## src/rtl/mmu_rsp_arbiter.sv

```systemverilog
// mmu_rsp_arbiter: merges the alloc and free response FIFOs of mmu_top into a
// single valid/ready response stream. It absorbs the one-cycle FIFO read
// latency, arbitrates round-robin between the two sides, and keeps saturating
// counters of accepted failed responses.
//
// state | meaning
// ------+---------------------------------------------------------------
// IDLE  | no response in flight; pop the granted side if any is non-empty
// WAIT  | a pop was issued last cycle; capture FIFO read data of side sel
// HOLD  | rsp_valid high; outputs frozen until the host asserts rsp_ready
module mmu_rsp_arbiter #(
    parameter int REQ_ID_WIDTH       = 13,
    parameter int ALL_PAGE_IDX_WIDTH = 15,
    parameter int FAIL_REASON_WIDTH  = 2,
    parameter int CNT_WIDTH          = 16
) (
    input  logic                          clk,
    input  logic                          rst_n,

    input  logic                          alloc_rsp_fifo_not_empty,
    output logic                          alloc_rsp_pop,
    input  logic [REQ_ID_WIDTH-1:0]       alloc_rsp_id,
    input  logic [ALL_PAGE_IDX_WIDTH-1:0] alloc_rsp_page_idx,
    input  logic                          alloc_rsp_fail,
    input  logic [FAIL_REASON_WIDTH-1:0]  alloc_rsp_fail_reason,

    input  logic                          free_rsp_fifo_not_empty,
    output logic                          free_rsp_pop,
    input  logic [REQ_ID_WIDTH-1:0]       free_rsp_id,
    input  logic                          free_rsp_fail,
    input  logic [FAIL_REASON_WIDTH-1:0]  free_rsp_fail_reason,

    output logic                          rsp_valid,
    input  logic                          rsp_ready,
    output logic                          rsp_type,
    output logic [REQ_ID_WIDTH-1:0]       rsp_id,
    output logic [ALL_PAGE_IDX_WIDTH-1:0] rsp_page_idx,
    output logic                          rsp_fail,
    output logic [FAIL_REASON_WIDTH-1:0]  rsp_fail_reason,

    output logic [CNT_WIDTH-1:0]          alloc_fail_cnt,
    output logic [CNT_WIDTH-1:0]          free_fail_cnt
);

    typedef enum logic [1:0] {
        ST_IDLE = 2'd0,
        ST_WAIT = 2'd1,
        ST_HOLD = 2'd2
    } state_t;

    // Response side encoding shared by sel, last_grant and rsp_type.
    localparam logic SIDE_ALLOC = 1'b0;
    localparam logic SIDE_FREE  = 1'b1;

    localparam logic [CNT_WIDTH-1:0] CNT_ONE = {{(CNT_WIDTH-1){1'b0}}, 1'b1};
    localparam logic [CNT_WIDTH-1:0] CNT_MAX = {CNT_WIDTH{1'b1}};

    state_t                          state_q, state_d;
    logic                            last_grant_q, last_grant_d;
    logic                            sel_q, sel_d;
    logic                            rsp_valid_q, rsp_valid_d;
    logic                            rsp_type_q, rsp_type_d;
    logic [REQ_ID_WIDTH-1:0]         rsp_id_q, rsp_id_d;
    logic [ALL_PAGE_IDX_WIDTH-1:0]   rsp_page_idx_q, rsp_page_idx_d;
    logic                            rsp_fail_q, rsp_fail_d;
    logic [FAIL_REASON_WIDTH-1:0]    rsp_fail_reason_q, rsp_fail_reason_d;
    logic [CNT_WIDTH-1:0]            alloc_fail_cnt_q, alloc_fail_cnt_d;
    logic [CNT_WIDTH-1:0]            free_fail_cnt_q, free_fail_cnt_d;

    logic grant_any;
    logic grant_side;
    logic pop_allowed;
    logic pop_fire;
    logic handshake;

    // Round-robin grant and Mealy pop generation. The FIFO flags are only
    // looked at in IDLE and HOLD; in WAIT the flag may still reflect the entry
    // just popped, so no pop is allowed there.
    always_comb begin
        grant_any = alloc_rsp_fifo_not_empty | free_rsp_fifo_not_empty;
        if (alloc_rsp_fifo_not_empty && free_rsp_fifo_not_empty) begin
            grant_side = ~last_grant_q;
        end else if (free_rsp_fifo_not_empty) begin
            grant_side = SIDE_FREE;
        end else begin
            grant_side = SIDE_ALLOC;
        end

        pop_allowed = 1'b0;
        case (state_q)
            ST_IDLE: pop_allowed = 1'b1;
            ST_HOLD: pop_allowed = rsp_ready;
            default: pop_allowed = 1'b0;
        endcase

        pop_fire      = rst_n & pop_allowed & grant_any;
        alloc_rsp_pop = pop_fire & (grant_side == SIDE_ALLOC);
        free_rsp_pop  = pop_fire & (grant_side == SIDE_FREE);
    end

    // Next-state logic: sequencing, output capture and grant bookkeeping.
    always_comb begin
        state_d           = state_q;
        last_grant_d      = last_grant_q;
        sel_d             = sel_q;
        rsp_valid_d       = rsp_valid_q;
        rsp_type_d        = rsp_type_q;
        rsp_id_d          = rsp_id_q;
        rsp_page_idx_d    = rsp_page_idx_q;
        rsp_fail_d        = rsp_fail_q;
        rsp_fail_reason_d = rsp_fail_reason_q;

        case (state_q)
            ST_IDLE: begin
                if (pop_fire) begin
                    sel_d        = grant_side;
                    last_grant_d = grant_side;
                    state_d      = ST_WAIT;
                end
            end

            ST_WAIT: begin
                rsp_valid_d = 1'b1;
                rsp_type_d  = sel_q;
                if (sel_q == SIDE_FREE) begin
                    rsp_id_d          = free_rsp_id;
                    rsp_page_idx_d    = '0;
                    rsp_fail_d        = free_rsp_fail;
                    rsp_fail_reason_d = free_rsp_fail_reason;
                end else begin
                    rsp_id_d          = alloc_rsp_id;
                    rsp_page_idx_d    = alloc_rsp_page_idx;
                    rsp_fail_d        = alloc_rsp_fail;
                    rsp_fail_reason_d = alloc_rsp_fail_reason;
                end
                state_d = ST_HOLD;
            end

            ST_HOLD: begin
                if (rsp_ready) begin
                    rsp_valid_d = 1'b0;
                    if (pop_fire) begin
                        sel_d        = grant_side;
                        last_grant_d = grant_side;
                        state_d      = ST_WAIT;
                    end else begin
                        state_d = ST_IDLE;
                    end
                end
            end

            default: begin
                state_d     = ST_IDLE;
                rsp_valid_d = 1'b0;
            end
        endcase
    end

    // Saturating failure counters, bumped on each accepted failed response.
    always_comb begin
        alloc_fail_cnt_d = alloc_fail_cnt_q;
        free_fail_cnt_d  = free_fail_cnt_q;
        handshake        = rsp_valid_q & rsp_ready;

        if (handshake && rsp_fail_q) begin
            if (rsp_type_q == SIDE_FREE) begin
                if (free_fail_cnt_q != CNT_MAX) begin
                    free_fail_cnt_d = free_fail_cnt_q + CNT_ONE;
                end
            end else begin
                if (alloc_fail_cnt_q != CNT_MAX) begin
                    alloc_fail_cnt_d = alloc_fail_cnt_q + CNT_ONE;
                end
            end
        end
    end

    // State and output registers; reset leaves last_grant on the free side so
    // alloc wins the first tie.
    always_ff @(posedge clk) begin
        if (!rst_n) begin
            state_q           <= ST_IDLE;
            last_grant_q      <= SIDE_FREE;
            sel_q             <= SIDE_ALLOC;
            rsp_valid_q       <= 1'b0;
            rsp_type_q        <= 1'b0;
            rsp_id_q          <= '0;
            rsp_page_idx_q    <= '0;
            rsp_fail_q        <= 1'b0;
            rsp_fail_reason_q <= '0;
            alloc_fail_cnt_q  <= '0;
            free_fail_cnt_q   <= '0;
        end else begin
            state_q           <= state_d;
            last_grant_q      <= last_grant_d;
            sel_q             <= sel_d;
            rsp_valid_q       <= rsp_valid_d;
            rsp_type_q        <= rsp_type_d;
            rsp_id_q          <= rsp_id_d;
            rsp_page_idx_q    <= rsp_page_idx_d;
            rsp_fail_q        <= rsp_fail_d;
            rsp_fail_reason_q <= rsp_fail_reason_d;
            alloc_fail_cnt_q  <= alloc_fail_cnt_d;
            free_fail_cnt_q   <= free_fail_cnt_d;
        end
    end

    assign rsp_valid       = rsp_valid_q;
    assign rsp_type        = rsp_type_q;
    assign rsp_id          = rsp_id_q;
    assign rsp_page_idx    = rsp_page_idx_q;
    assign rsp_fail        = rsp_fail_q;
    assign rsp_fail_reason = rsp_fail_reason_q;
    assign alloc_fail_cnt  = alloc_fail_cnt_q;
    assign free_fail_cnt   = free_fail_cnt_q;

endmodule

```

## config.mk

```make
export PLATFORM = sky130hd
export DESIGN_NAME = mmu_rsp_arbiter
export DESIGN_NICKNAME = d
export VERILOG_FILES = /design/src/rtl/mmu_rsp_arbiter.sv
export SDC_FILE = /design/constraint.sdc
export NUM_CORES = 1
export LEC_CHECK = 0
export CAP_MARGIN = 20
export CORE_MARGIN = 2
export CORE_UTILIZATION = 50
export CTS_CLUSTER_DIAMETER = 80
export CTS_CLUSTER_SIZE = 12
export DETAILED_ROUTE_END_ITERATION = 10
export DONT_BUFFER_PORTS = 1
export PLACE_DENSITY = 0.75
export SYNTH_ARGS = -nofsm -noshare
export SYNTH_HDL_FRONTEND = slang
export SYNTH_SLANG_ARGS = --single-unit
```

## constraint.sdc

```tcl
create_clock -name clk -period 1.9 [get_ports clk]
set_input_delay 0.57 -clock clk [delete_from_list [all_inputs] [get_ports clk]]
set_output_delay 0.57 -clock clk [all_outputs]
set_load 0.005 [all_outputs]
```

==> results of run 1 <==
flip-flops by register name, indices dropped and copies added, names as in the netlist:
signal           flops
alloc_fail_cnt      16
free_fail_cnt       16
last_grant_q         1
rsp_fail             1
rsp_fail_reason      2
rsp_id              13
rsp_page_idx        15
rsp_type             1
rsp_valid            1
sel_q                1
state_q              2
synthesized netlist by cell type:
master	n
sky130_fd_sc_hd__buf_2	4
sky130_fd_sc_hd__or4b_1	1
sky130_fd_sc_hd__o31ai_1	5
sky130_fd_sc_hd__or2_0	1
sky130_fd_sc_hd__nand4_1	7
sky130_fd_sc_hd__o311a_1	1
sky130_fd_sc_hd__a21boi_0	1
sky130_fd_sc_hd__o211a_1	2
sky130_fd_sc_hd__a2111o_1	1
sky130_fd_sc_hd__and4_1	5
sky130_fd_sc_hd__mux2i_1	33
sky130_fd_sc_hd__o311ai_0	1
sky130_fd_sc_hd__inv_1	8
sky130_fd_sc_hd__o41ai_1	4
sky130_fd_sc_hd__nand3_1	11
sky130_fd_sc_hd__nor2_1	24
sky130_fd_sc_hd__o21bai_1	1
sky130_fd_sc_hd__clkbuf_1	19
sky130_fd_sc_hd__clkbuf_2	1
sky130_fd_sc_hd__and3_1	4
sky130_fd_sc_hd__ha_1	2
sky130_fd_sc_hd__and4b_1	1
sky130_fd_sc_hd__a21oi_1	38
sky130_fd_sc_hd__nand3b_1	15
sky130_fd_sc_hd__or4_1	10
sky130_fd_sc_hd__buf_1	2
sky130_fd_sc_hd__nand2b_1	16
sky130_fd_sc_hd__a211oi_1	20
sky130_fd_sc_hd__nand4_2	2
sky130_fd_sc_hd__dfxtp_1	69
sky130_fd_sc_hd__nor4_2	1
sky130_fd_sc_hd__and2_1	1
sky130_fd_sc_hd__or3_1	2
sky130_fd_sc_hd__nor2b_1	1
sky130_fd_sc_hd__nand4b_1	1
sky130_fd_sc_hd__nor4_1	2
sky130_fd_sc_hd__a211o_1	2
sky130_fd_sc_hd__nand2_1	52
sky130_fd_sc_hd__o21ai_0	7
sky130_fd_sc_hd__o211ai_1	1
timing repair:
| item | 4_1_cts | 5_1_grt |
|---|---|---|
| hold endpoints to repair | 0 | 0 |
| pin swaps | 2 | 1 |
| setup buffers | 1 | 0 |
| endpoints found under the setup margin | 1 | 6 |
| resized for setup | 2 | 4 |
metal layers:
metal | part of all wire | global-route usage
met2 | 0.48 | 0.349
met1 | 0.42 | 0.243
met4 | 0.0085 | 0.0563
met5 | 0 | 0
met3 | 0.095 | 0.0954
power by group through the flow:
stage | sequential [mW] | clock, mW | combinational, mW
after floorplan | 1.58 | 0 | 0.202
after global placement | 1.60 | 0 | 0.230
after detailed placement | 1.60 | 0 | 0.238
after CTS | 1.56 | 1.06 | 0.241
after global routing | 1.57 | 1.11 | 0.267
final | 1.56 | 1.02 | 0.238
cells by family after synthesis:
kind of cell             count (synthesis)
multiplexers                            33
buffers and inverters                   34
AND/OR/NAND/NOR                        157
adder cells (fa/ha/maj)                  2
flip-flops                              69
AO/OA/AOI/OAI                           84
cell usage in the layout, fill, tap and decap left out, types with 2 or more instances in the layout:
master                       instances
sky130_fd_sc_hd__nand3b_1           15
sky130_fd_sc_hd__buf_4              19
sky130_fd_sc_hd__nand2b_1           16
sky130_fd_sc_hd__mux2i_1            33
sky130_fd_sc_hd__or3_1               2
sky130_fd_sc_hd__and4_1              5
sky130_fd_sc_hd__nor2_1             24
sky130_fd_sc_hd__a211oi_1           20
sky130_fd_sc_hd__and3_1              3
sky130_fd_sc_hd__or4_1              10
sky130_fd_sc_hd__buf_12              2
sky130_fd_sc_hd__o21ai_0             7
sky130_fd_sc_hd__nand2_1            52
sky130_fd_sc_hd__a211o_1             2
sky130_fd_sc_hd__nand4_2             2
sky130_fd_sc_hd__o31ai_1             5
sky130_fd_sc_hd__o41ai_1             4
sky130_fd_sc_hd__nand4_1             7
sky130_fd_sc_hd__nand3_1            11
sky130_fd_sc_hd__dfxtp_1            67
sky130_fd_sc_hd__inv_1               8
sky130_fd_sc_hd__clkinv_2            2
sky130_fd_sc_hd__o211a_1             2
sky130_fd_sc_hd__clkbuf_8            9
sky130_fd_sc_hd__a21oi_1            38
sky130_fd_sc_hd__nor4_1              2
sky130_fd_sc_hd__clkinvlp_4          4
area by class of cell:
type / instances / share of cell area
Clock inverter: 6 / 0.0111
Clock buffer: 10 / 0.0353
Inverter: 8 / 0.00830
Sequential cell: 69 / 0.383
Tap cell: 77 / 0.0266
Timing Repair Buffer: 21 / 0.0505
Multi-Input combinational cell: 276 / 0.485
path summary, 6_finish.rpt:
check	from	to	slack [ns]	cells past startpoint
min	rst_n	last_grant_q	0.34	1
max reg2reg	free_fail_cnt[0]	free_fail_cnt[11]	0.13	5
max	state_q[1]	free_rsp_pop	0.05	3
min reg2reg	rsp_page_idx[10]	rsp_page_idx[10]	0.47	2
per-stage QoR:
stage | cells | total power, mW
2_1_floorplan | 379 | 1.78
3_3_place_gp | 450 | 1.83
3_5_place_dp | 450 | 1.84
4_1_cts | 467 | 2.87
5_1_grt | 467 | 2.95
6_report | 467 | 2.83
==> report_table.html, run 1 <==
<table>
<tr><th>Metric</th><th>Value</th></tr>
<tr><th colspan="2">Synth</th></tr>
<tr><td>Share of cell area taken by muxes after synthesis</td><td>0.101</td></tr>
<tr><td>Post-synthesis cell count</td><td>roughly 380</td></tr>
<tr><td>Number of storage elements in the synthesis netlist</td><td>69</td></tr>
<tr><td>Cell type contributing the most total cell area after synthesis</td><td>sky130_fd_sc_hd__dfxtp_1</td></tr>
<tr><td>Synth Area per Inst</td><td>8.60 um^2</td></tr>
<tr><td>Unique cell type count in the Yosys netlist</td><td>40</td></tr>
<tr><td>Synthesized-area fraction occupied by ao, oa, aoi and oai cells</td><td>0.165</td></tr>
<tr><td>Synthesized area</td><td>between 0.003 and 0.004 mm^2</td></tr>
<tr><td>Parity-gate share of the synthesized area counting xor and xnor cells</td><td>0</td></tr>
<tr><td>Net count after synthesis</td><td>roughly 430</td></tr>
<tr><td>Dominant cells by area after synthesis</td><td>sky130_fd_sc_hd__dfxtp_1 (42%), sky130_fd_sc_hd__mux2i_1 (10%), sky130_fd_sc_hd__nand2_1 (6.0%)</td></tr>
<tr><td>Area share of the largest cell type after synthesis</td><td>0.424</td></tr>
<tr><td>Simple-Gate Fraction of Synth Area</td><td>0.261</td></tr>
<tr><td>Yosys warns</td><td>0</td></tr>
<tr><td>Main combinational cell family by area after synthesis</td><td>simple AND/OR/NAND/NOR gates</td></tr>
<tr><td>Sequential area share after synthesis</td><td>0.424</td></tr>
<tr><td>Adder-cell share of the synthesized area</td><td>0.00768</td></tr>
<tr><th colspan="2">Outcome</th></tr>
<tr><td>Result of the run</td><td>finished clean</td></tr>
<tr><th colspan="2">Die</th></tr>
<tr><td>Horiz. Die Dim</td><td>between 80 and 90 um</td></tr>
<tr><td>Starting density of the core</td><td>0.516</td></tr>
<tr><td>IO Pins</td><td>119</td></tr>
<tr><td>Area of the die</td><td>0.00718 mm^2</td></tr>
<tr><td>Placeable core area</td><td>roughly 0.0063 mm^2</td></tr>
<tr><td>Cell Rows</td><td>29</td></tr>
<tr><td>Y dimension of the die</td><td>84.7 um</td></tr>
<tr><th colspan="2">Timing</th></tr>
<tr><td>Summed negative setup slack over all endpoints</td><td>0 ns</td></tr>
<tr><td>Worst Max-Slew Pin Slew</td><td>0.588 ns</td></tr>
<tr><td>Setup repair after global routing missed its margin</td><td>yes</td></tr>
<tr><td>Part of the cycle the worst path needs</td><td>0.974</td></tr>
<tr><td>Max-Slew Margin vs Limit</td><td>0.608</td></tr>
<tr><td>Fin worst setup slack</td><td>0.0503 ns</td></tr>
<tr><td>Count of endpoints failing setup in the final report</td><td>0</td></tr>
<tr><td>Hold slack</td><td>between 0.3 and 0.4 ns</td></tr>
<tr><td>Worst setup skew after layout</td><td>~0.0087 ns</td></tr>
<tr><td>Maximum operating frequency</td><td>541 MHz</td></tr>
<tr><td>Number of pins with negative max-slew slack in the final report</td><td>0</td></tr>
<tr><td>Shortest period the worst path allows</td><td>1.85 ns</td></tr>
<tr><td>Final-report hold violation count</td><td>0</td></tr>
<tr><th colspan="2">Critical path</th></tr>
<tr><td>Slowest library cell on the worst path</td><td>sky130_fd_sc_hd__dfxtp_4</td></tr>
<tr><td>Cell-by-cell trace of the critical path</td><td>a211o_1 &gt; a211o_1 &gt; inv_1</td></tr>
<tr><td>Most common cell type on the critical path</td><td>sky130_fd_sc_hd__a211o_1</td></tr>
<tr><td>Arrival time worst endpoint</td><td>1.28 ns</td></tr>
<tr><td>Endpoint required time on the critical path</td><td>1.33 ns</td></tr>
<tr><td>Worst Path Max Fanout</td><td>3</td></tr>
<tr><td>Top delay family on crit path</td><td>compound AO/OA/AOI/OAI gates</td></tr>
<tr><td>Kind of capture point of the worst setup path</td><td>output port</td></tr>
<tr><td>Critical setup path kind</td><td>register to output port</td></tr>
<tr><td>Worst path bufs/invs</td><td>1</td></tr>
<tr><td>CP Launch Type</td><td>register</td></tr>
<tr><td>Max incr delay on CP</td><td>0.35 ns</td></tr>
<tr><th colspan="2">GRT</th></tr>
<tr><td>Wire length of the first global-routing pass</td><td>12200 um</td></tr>
<tr><td>Initial antenna violation count</td><td>0</td></tr>
<tr><td>Maximum number of pins on one net before global-route repair</td><td>47</td></tr>
<tr><td>Number of global-route vias before repair</td><td>2675</td></tr>
<tr><td>GRT Overall Usage</td><td>0.209</td></tr>
<tr><td>Remaining Overflow, GRT</td><td>0</td></tr>
<tr><th colspan="2">Power</th></tr>
<tr><td>Power density normalized to cell area</td><td>between 700 and 800 mW/mm^2</td></tr>
<tr><td>Clk pwr share</td><td>0.362</td></tr>
<tr><td>Peak VDD IR</td><td>between 0.5 and 0.6 mV</td></tr>
<tr><td>Combinational cell fraction of total power</td><td>0.084</td></tr>
<tr><td>Cell leakage power</td><td>between 1 and 1.5 nW</td></tr>
<tr><td>Share of total power consumed by net switching</td><td>0.262</td></tr>
<tr><td>Internal Pwr Total</td><td>2.09 mW</td></tr>
<tr><td>Switching power of the nets</td><td>741 uW</td></tr>
<tr><td>Part of the power in registers</td><td>0.554</td></tr>
<tr><th colspan="2">Clock network</th></tr>
<tr><td>Max clock buf depth</td><td>2</td></tr>
<tr><td>Clock tree from TritonCTS</td><td>done</td></tr>
<tr><td>Number of clock buffers inserted by TritonCTS</td><td>9</td></tr>
<tr><td>Hold buffer count at cts</td><td>0</td></tr>
<tr><td>Source-to-sink clock delay at the later pin of the worst-skew pair</td><td>0.34 ns</td></tr>
<tr><td>Htree depth</td><td>3</td></tr>
<tr><td>Cell at the root of the clock tree</td><td>sky130_fd_sc_hd__clkbuf_8</td></tr>
<tr><td># clock sinks</td><td>69</td></tr>
<tr><td>Post-CTS clock slew at the launch and capture registers of the worst setup and hold paths</td><td>about 0.07 ns</td></tr>
<tr><th colspan="2">Finish</th></tr>
<tr><td>Area of the multi-input gates</td><td>between 0.0015 and 0.002 mm^2</td></tr>
<tr><td>Number of diodes</td><td>0</td></tr>
<tr><td>Number of fill cells</td><td>589</td></tr>
<tr><td>Layout area overhead</td><td>11.0%</td></tr>
<tr><td>Net count reported at finish</td><td>439</td></tr>
<tr><td>Share of the core filled with cells</td><td>0.573</td></tr>
<tr><td>Final non-filler cell area</td><td>0.00362 mm^2</td></tr>
<tr><td>Sequential cell area in the final layout</td><td>between 0.001 and 0.0015 mm^2</td></tr>
<tr><td>Proportion of layout cells with a drive suffix above 1</td><td>0.113</td></tr>
<tr><th colspan="2">Flow run</th></tr>
<tr><td>Reported max-cap violation count</td><td>0</td></tr>
<tr><th colspan="2">Routing</th></tr>
<tr><td>Wire length per cell after detailed routing</td><td>15.8 um</td></tr>
<tr><td>Vias per inst</td><td>about 6.0</td></tr>
<tr><td>Post-DRT Antenna Nets</td><td>0</td></tr>
<tr><td>Drt first-iter violations</td><td>162</td></tr>
<tr><td>Detailed-routing iteration count for the pre-antenna-repair pass</td><td>4</td></tr>
<tr><td>Total length of routed wires</td><td>between 7000 and 8000 um</td></tr>
<tr><td>Vias after detailed routing</td><td>2801</td></tr>
<tr><td>DRC violations left</td><td>0</td></tr>
<tr><th colspan="2">Place</th></tr>
<tr><td>Routability congestion estimate</td><td>0.807</td></tr>
<tr><td>Area post-placement</td><td>0.00343 mm^2</td></tr>
<tr><td>Worst slack at placement</td><td>~0.055 ns</td></tr>
<tr><td>Post-detail-place hpwl</td><td>5240 um</td></tr>
<tr><td>Count of buffers from port buffering</td><td>0</td></tr>
<tr><th colspan="2">Min path</th></tr>
<tr><td>Path class of the lowest-slack min-delay path</td><td>primary input to register</td></tr>
</table>
No activity file was read; power rests on OpenSTA's default activity.
==> inputs of run 2 (changes only) <==
--- a/config.mk
+++ b/config.mk
@@ -5,6 +5,7 @@
 export SDC_FILE = /design/constraint.sdc
 export NUM_CORES = 1
 export LEC_CHECK = 0
+export ABC_CLOCK_PERIOD_IN_PS = 1900
 export CAP_MARGIN = 20
 export CORE_MARGIN = 2
 export CORE_UTILIZATION = 50
==> results of run 2 <==
Same layout as run 1: the final DEF is identical, and so are final timing and power.
==> inputs of run 3 (changes only) <==
--- a/config.mk
+++ b/config.mk
@@ -14,6 +14,7 @@
 export DETAILED_ROUTE_END_ITERATION = 10
 export DONT_BUFFER_PORTS = 1
 export PLACE_DENSITY = 0.75
+export SKIP_LAST_GASP = 1
 export SYNTH_ARGS = -nofsm -noshare
 export SYNTH_HDL_FRONTEND = slang
 export SYNTH_SLANG_ARGS = --single-unit
==> results of run 3 <==
Same layout as run 1: the final DEF is identical, and so are final timing and power.
==> RTL edit 1, RTL diff (flow settings as in run 2) <==
`CNT_WIDTH`: 16 -> 12.
--- a/src/rtl/mmu_rsp_arbiter.sv
+++ b/src/rtl/mmu_rsp_arbiter.sv
@@ -14,3 +14,3 @@
     parameter int FAIL_REASON_WIDTH  = 2,
-    parameter int CNT_WIDTH          = 16
+    parameter int CNT_WIDTH          = 12
 ) (
Ports: changed (resized alloc_fail_cnt and free_fail_cnt); port bits go from 119 to 111. The function was not compared with the original's and may differ.
==> RTL edit 1 against run 2 <==
Setup slack got worse by 0.011 ns; maximum frequency down 0.57%; synthesized area down 15%; wire length down 19%; die area down 14%; total power shrank 5.1%; clock skew rose by 0.0013 ns; design area fell by 14%; core utilization shrank 0.15 points; critical path type unchanged; hold slack got worse by 0.00082 ns; first-iteration DRC count shrank 54%; sequential cell count fell by 8; largest power group unchanged.
==> RTL edit 1: results (changes against run 2) <==
r2r-start: "alloc_fail_cnt[1]$_SDFFE_PN0P_"
pre_cts_ws_ns: 0.06634  # +0.01112 ns
synth_fp_nets: 374  # -14%
dp.cells: 386  # -14%
place_area_sq_um: 2904  # -15%
drive_gt1_share_pct: 12.35  # +1.1 points
worstPathMaxFanout: 2  # -1
fin_worst_skew_ns: 0.01004  # +0.001305 ns
nFillCells: 507  # -14%
place_congestion: 0.7802  # -3.3%
syn_inst: 320  # -16%
status: "complete, no violations"
vdd_ir_drop_max_mv: 0.5082  # -8.0%
hpwl_um: 4129  # -21%
fin_nets: 381  # -13%
worst_pin_slew_ns: 0.6024  # +0.01456 ns
synth_commonest_cells: "61 x dfxtp_1, 37 x nand2_1, 27 x a21oi_1, 25 x nor2_1, 24 x mux2i_1"
reg2reg_depth: 6  # +1
wl_met1_um: 2644  # -14%
vias: 2334  # -17%
grt_pass1_vias: 2151  # -20%
ff2ff_setup_slack_ns: 0.24  # +0.11 ns
avgRoutedWirePerCell_um: 14.89  # -6.1%
synth.distinct_cells: 32  # -20%
cellLeakagePower_nw: 1.066  # -15%
grtUsageTotal_pct: 20.02  # -0.88 points
synth_area_leaders: "dfxtp_1 44%, mux2i_1 8.6%, nand2_1 5.0%"
grt_pass1_wl_um: 9949  # -18%
h-tree-depth: 3  # unchanged
postLayoutCoreUtil_pct: 57.17  # -0.15 points
met3_length_um: 496  # -30%
r2r_end: "alloc_fail_cnt[3]$_SDFFE_PN0P_"
[RTL edit 1: cell types whose count changed after synthesis, sizes merged, moves of 5 or more]
| cell | run 2 | this run |
|---|---|---|
| a21oi | 38 | 27 |
| mux2i | 33 | 24 |
| nand2 | 52 | 37 |
| dfxtp | 69 | 61 |
| nor4 | 3 | 9 |
| nand2b | 16 | 9 |
| clkbuf | 20 | 15 |
[RTL edit 1: cells by family (layout without fill, tap and decap cells)]
kind of cell | count (synthesis) | in the layout | share of synthesized area (%)
AND/OR/NAND/NOR | 134 | 134 | 26.08
AO/OA/AOI/OAI | 68 | 68 | 15.90
flip-flops | 61 | 61 | 43.96
buffers and inverters | 31 | 43 | 4.504
multiplexers | 24 | 24 | 8.649
adder cells (fa/ha/maj) | 2 | 2 | 0.9008
[RTL edit 1: routing by layer]
layer / up-vias / GRT usage (%)
met5: - / 0
met4: 0 / 6.140
met3: 5 / 8.276
met2: 85 / 32.56
met1: 1059 / 24.10
li1: 1185 / -
[RTL edit 1: metrics by stage]
stage / power (mW) / TNS, ns
3_3_place_gp: 1.646 / 0
4_1_cts: 2.712 / 0
6_report: 2.681 / 0
3_5_place_dp: 1.654 / 0
2_1_floorplan: 1.604 / 0
5_1_grt: 2.815 / -0.02645
[RTL edit 1: worst max-delay path: stages (launching register included)]
cell and delay [ns]:
dfxtp_4 0.35, a211o_1 0.30, a211o_1 0.26, inv_2 0.06
[RTL edit 1: report_power, final]
group          total, mW  switching, mW  internal (mW)  leakage [nW]
clock               1.05          0.513          0.541        0.0836
sequential          1.39         0.0515           1.34         0.498
combinational      0.234          0.131          0.102         0.484
[RTL edit 1: cell type report]
cell class              count  area (sq um)  area share (%)
well taps                  72         90.09           2.897
multi-input cells         228          1439           46.28
inverters                   9         33.78           1.087
clock inverters             5         35.03           1.127
clock buffers              11         151.4           4.869
flip-flops and latches     61          1225           39.40
repair buffers             18         135.1           4.346
[RTL edit 1: repair_timing]
action	in CTS	in global routing
gates resized for setup	2	1
hold buffers	0	0
setup endpoints to repair	1	1
buffers inserted	2	0
pin swaps	2	0
[RTL edit 1: worst min path at each step]
stage,from,to,slack [ns],depth (start not counted)
2_1_floorplan,rsp_page_idx[10]$_SDFFE_PN0P_,rsp_page_idx[10]$_SDFFE_PN0P_,0.45,2
3_3_place_gp,rsp_page_idx[7]$_SDFFE_PN0P_,rsp_page_idx[7]$_SDFFE_PN0P_,0.46,2
3_5_place_dp,rsp_page_idx[7]$_SDFFE_PN0P_,rsp_page_idx[7]$_SDFFE_PN0P_,0.46,2
4_1_cts,rst_n,last_grant_q$_SDFFE_PN1P_,0.32,1
5_1_grt,rst_n,last_grant_q$_SDFFE_PN1P_,0.33,1
6_report,rst_n,last_grant_q$_SDFFE_PN1P_,0.34,1
==> RTL edit 2, RTL diff (flow settings as in run 2) <==
Made on the original files. Put one more register stage on the output `free_fail_cnt`, cleared by the reset. The value now appears one clock later. The other outputs are not delayed to match.
--- a/src/rtl/mmu_rsp_arbiter.sv
+++ b/src/rtl/mmu_rsp_arbiter.sv
@@ -214,3 +214,9 @@
     assign alloc_fail_cnt  = alloc_fail_cnt_q;
-    assign free_fail_cnt   = free_fail_cnt_q;
+    always_ff @(posedge clk) begin
+        if (!rst_n) begin
+            free_fail_cnt <= '0;
+        end else begin
+            free_fail_cnt <= free_fail_cnt_q;
+        end
+    end
 
Function: changed (a bounded check fails within 4 cycles, from zero or initial values and one cycle with rst_n low).
==> RTL edit 2 against run 2 <==
Synthesized area grew 13%; sequential cell count grew 16; core utilization fell by 0.47 points; maximum frequency increased by 0.12%; total power grew 21%; clock power is 25% higher; non-clock buffer count down 2; wire length up 5.6%; design area is 13% higher; first-iteration DRC count down 36%; via count is 6.2% higher; final cell count increased by 10%; setup slack improved by 0.0022 ns.
==> RTL edit 2: results (changes against run 2) <==
grt_max_degree: 56  # +19%
synth_area_leaders: "dfxtp_1 46%, mux2i_1 7.1%, a21oi_1 4.9%"
synth.distinct_cells: 48  # +20%
synth_fp_nets: 460  # +6.2%
r2r_end: "alloc_fail_cnt[6]$_SDFFE_PN0P_"
grtUsageTotal_pct: 19.45  # -1.4 points
hold_depth: 1  # unchanged
nFillCells: 634  # +7.6%
slowest_stage: "dfxtp_4"
cts_made_buffers: 9  # unchanged
ys_seq_area_share_pct: 46.21  # +3.8 points
syn_inst: 406  # +7.1%
startpoint: "state_q[1]$_SDFFE_PN0P_"
worst_pin_slew_ns: 0.5972  # +0.009308 ns
grt_pass1_wl_um: 13080  # +7.4%
drive_gt1_share_pct: 12.77  # +1.5 points
wirelength_um: 7811  # +5.6%
status: "complete, no violations"
dp.cells: 497  # +10%
setup.worst_path.end: "free_rsp_pop"
cellLeakagePower_nw: 1.519  # +22%
drt_iter0_drc: 103  # -36%
place_congestion: 0.8186  # +1.5%
cts-root-buf: "clkbuf_8"
yosysWarnings: 0  # unchanged
clk_latency_ns: 0.35
r2r-start: "alloc_fail_cnt[1]$_SDFFE_PN0P_"
reg2reg_depth: 6  # +1
vias: 2974  # +6.2%
worst_path_largest_cell_delay_ns: 0.35  # about the same
stdcell_count: 514  # +10%
worstPathMaxFanout: 2  # -1
antenna_cells: 0  # unchanged
clk_pin_slew_ns: 0.08
fin_nets: 465  # +5.9%
min_path_type: "input port to flop"
synth_commonest_cells: "85 x dfxtp_1, 42 x nand2_1, 38 x nor2_1, 36 x a21oi_1, 26 x mux2i_1"
hpwl_um: 5448  # +3.9%
critPathTopFamily: "compound AO/OA/AOI/OAI gates"
vdd_ir_drop_max_mv: 0.3849  # -30%
ff2ff_setup_slack_ns: 0.16  # +0.03 ns
fin_worst_skew_ns: 0.01053  # +0.001801 ns
grt_pass1_vias: 2795  # +4.5%
[RTL edit 2: area by class of cell]
type / instances / area share [%]
clock buffer: 14 / 3.988
clock inverter: 1 / 0.7362
inverter: 12 / 1.104
multi-input combinational: 284 / 45.43
sequential: 85 / 41.90
tap: 99 / 3.037
timing repair buffer: 19 / 3.804
[RTL edit 2: where the power goes]
group / leakage, nW / switching [mW] / total (mW) / internal (mW)
logic: 0.731 / 0.137 / 0.247 / 0.110
clock network: 0.0968 / 0.593 / 1.27 / 0.675
registers: 0.692 / 0.0531 / 1.90 / 1.84
[RTL edit 2: metrics by stage]
stage / setup slack (ns) / power (mW) / hold WS, ns / cell area (sq um)
after floorplan: 0.08503 / 2.130 / 0.4415 / 3682
after global placement: 0.06065 / 2.173 / 0.4561 / 3846
after detailed placement: 0.04332 / 2.185 / 0.4582 / 3846
after CTS: -0.006451 / 3.459 / 0.3030 / 4058
after global routing: -0.006675 / 3.565 / 0.3087 / 4079
final: 0.05252 / 3.413 / 0.3291 / 4079
[RTL edit 2: timing repair]
action | in CTS | in global routing
cloned | 0 | 0
pin swaps | 2 | 2
hold endpoints to repair | 0 | 0
gates resized for setup | 2 | 5
setup endpoints to repair | 1 | 9
setup buffers | 2 | 0
[RTL edit 2: worst min path at each step]
stage | from | to | slack [ns]
final | rst_n | last_grant_q$_SDFFE_PN1P_ | 0.33
after floorplan | free_fail_cnt_q[1]$_SDFFE_PN0P_ | free_fail_cnt[1]$_SDFF_PN0_ | 0.44
after global placement | sel_q$_SDFFE_PN0P_ | sel_q$_SDFFE_PN0P_ | 0.46
after global routing | rst_n | last_grant_q$_SDFFE_PN1P_ | 0.31
after CTS | rst_n | last_grant_q$_SDFFE_PN1P_ | 0.30
after detailed placement | sel_q$_SDFFE_PN0P_ | sel_q$_SDFFE_PN0P_ | 0.46
[RTL edit 2: cell families (layout without fill, tap and decap cells)]
kind of cell             count (synthesis)  in the layout  synth area share [%]
AND/OR/NAND/NOR                        167            167                 25.18
flip-flops                              85             85                 46.21
AO/OA/AOI/OAI                           80             80                 13.97
buffers and inverters                   37             46                 4.146
multiplexers                            35             35                 9.820
adder cells (fa/ha/maj)                  2              2                0.6795
[RTL edit 2: worst register-to-register path: cells and delay by family, from the launching register on]
family                   cells  cell delay [ns]
adder cells (fa/ha/maj)      1             0.29
buffers and inverters        1             0.21
flip-flops                   1             0.43
AO/OA/AOI/OAI                2             0.22
AND/OR/NAND/NOR              2             0.46
[RTL edit 2: per-layer routing]
metal  GRT usage, %  vias up  part of all wire [%]
met5              0        -                     0
met4          8.590        0                   1.8
met3          5.700       13                   9.5
met2          32.45      123                    46
met1          23.35     1379                    42
li1               -     1459                     -
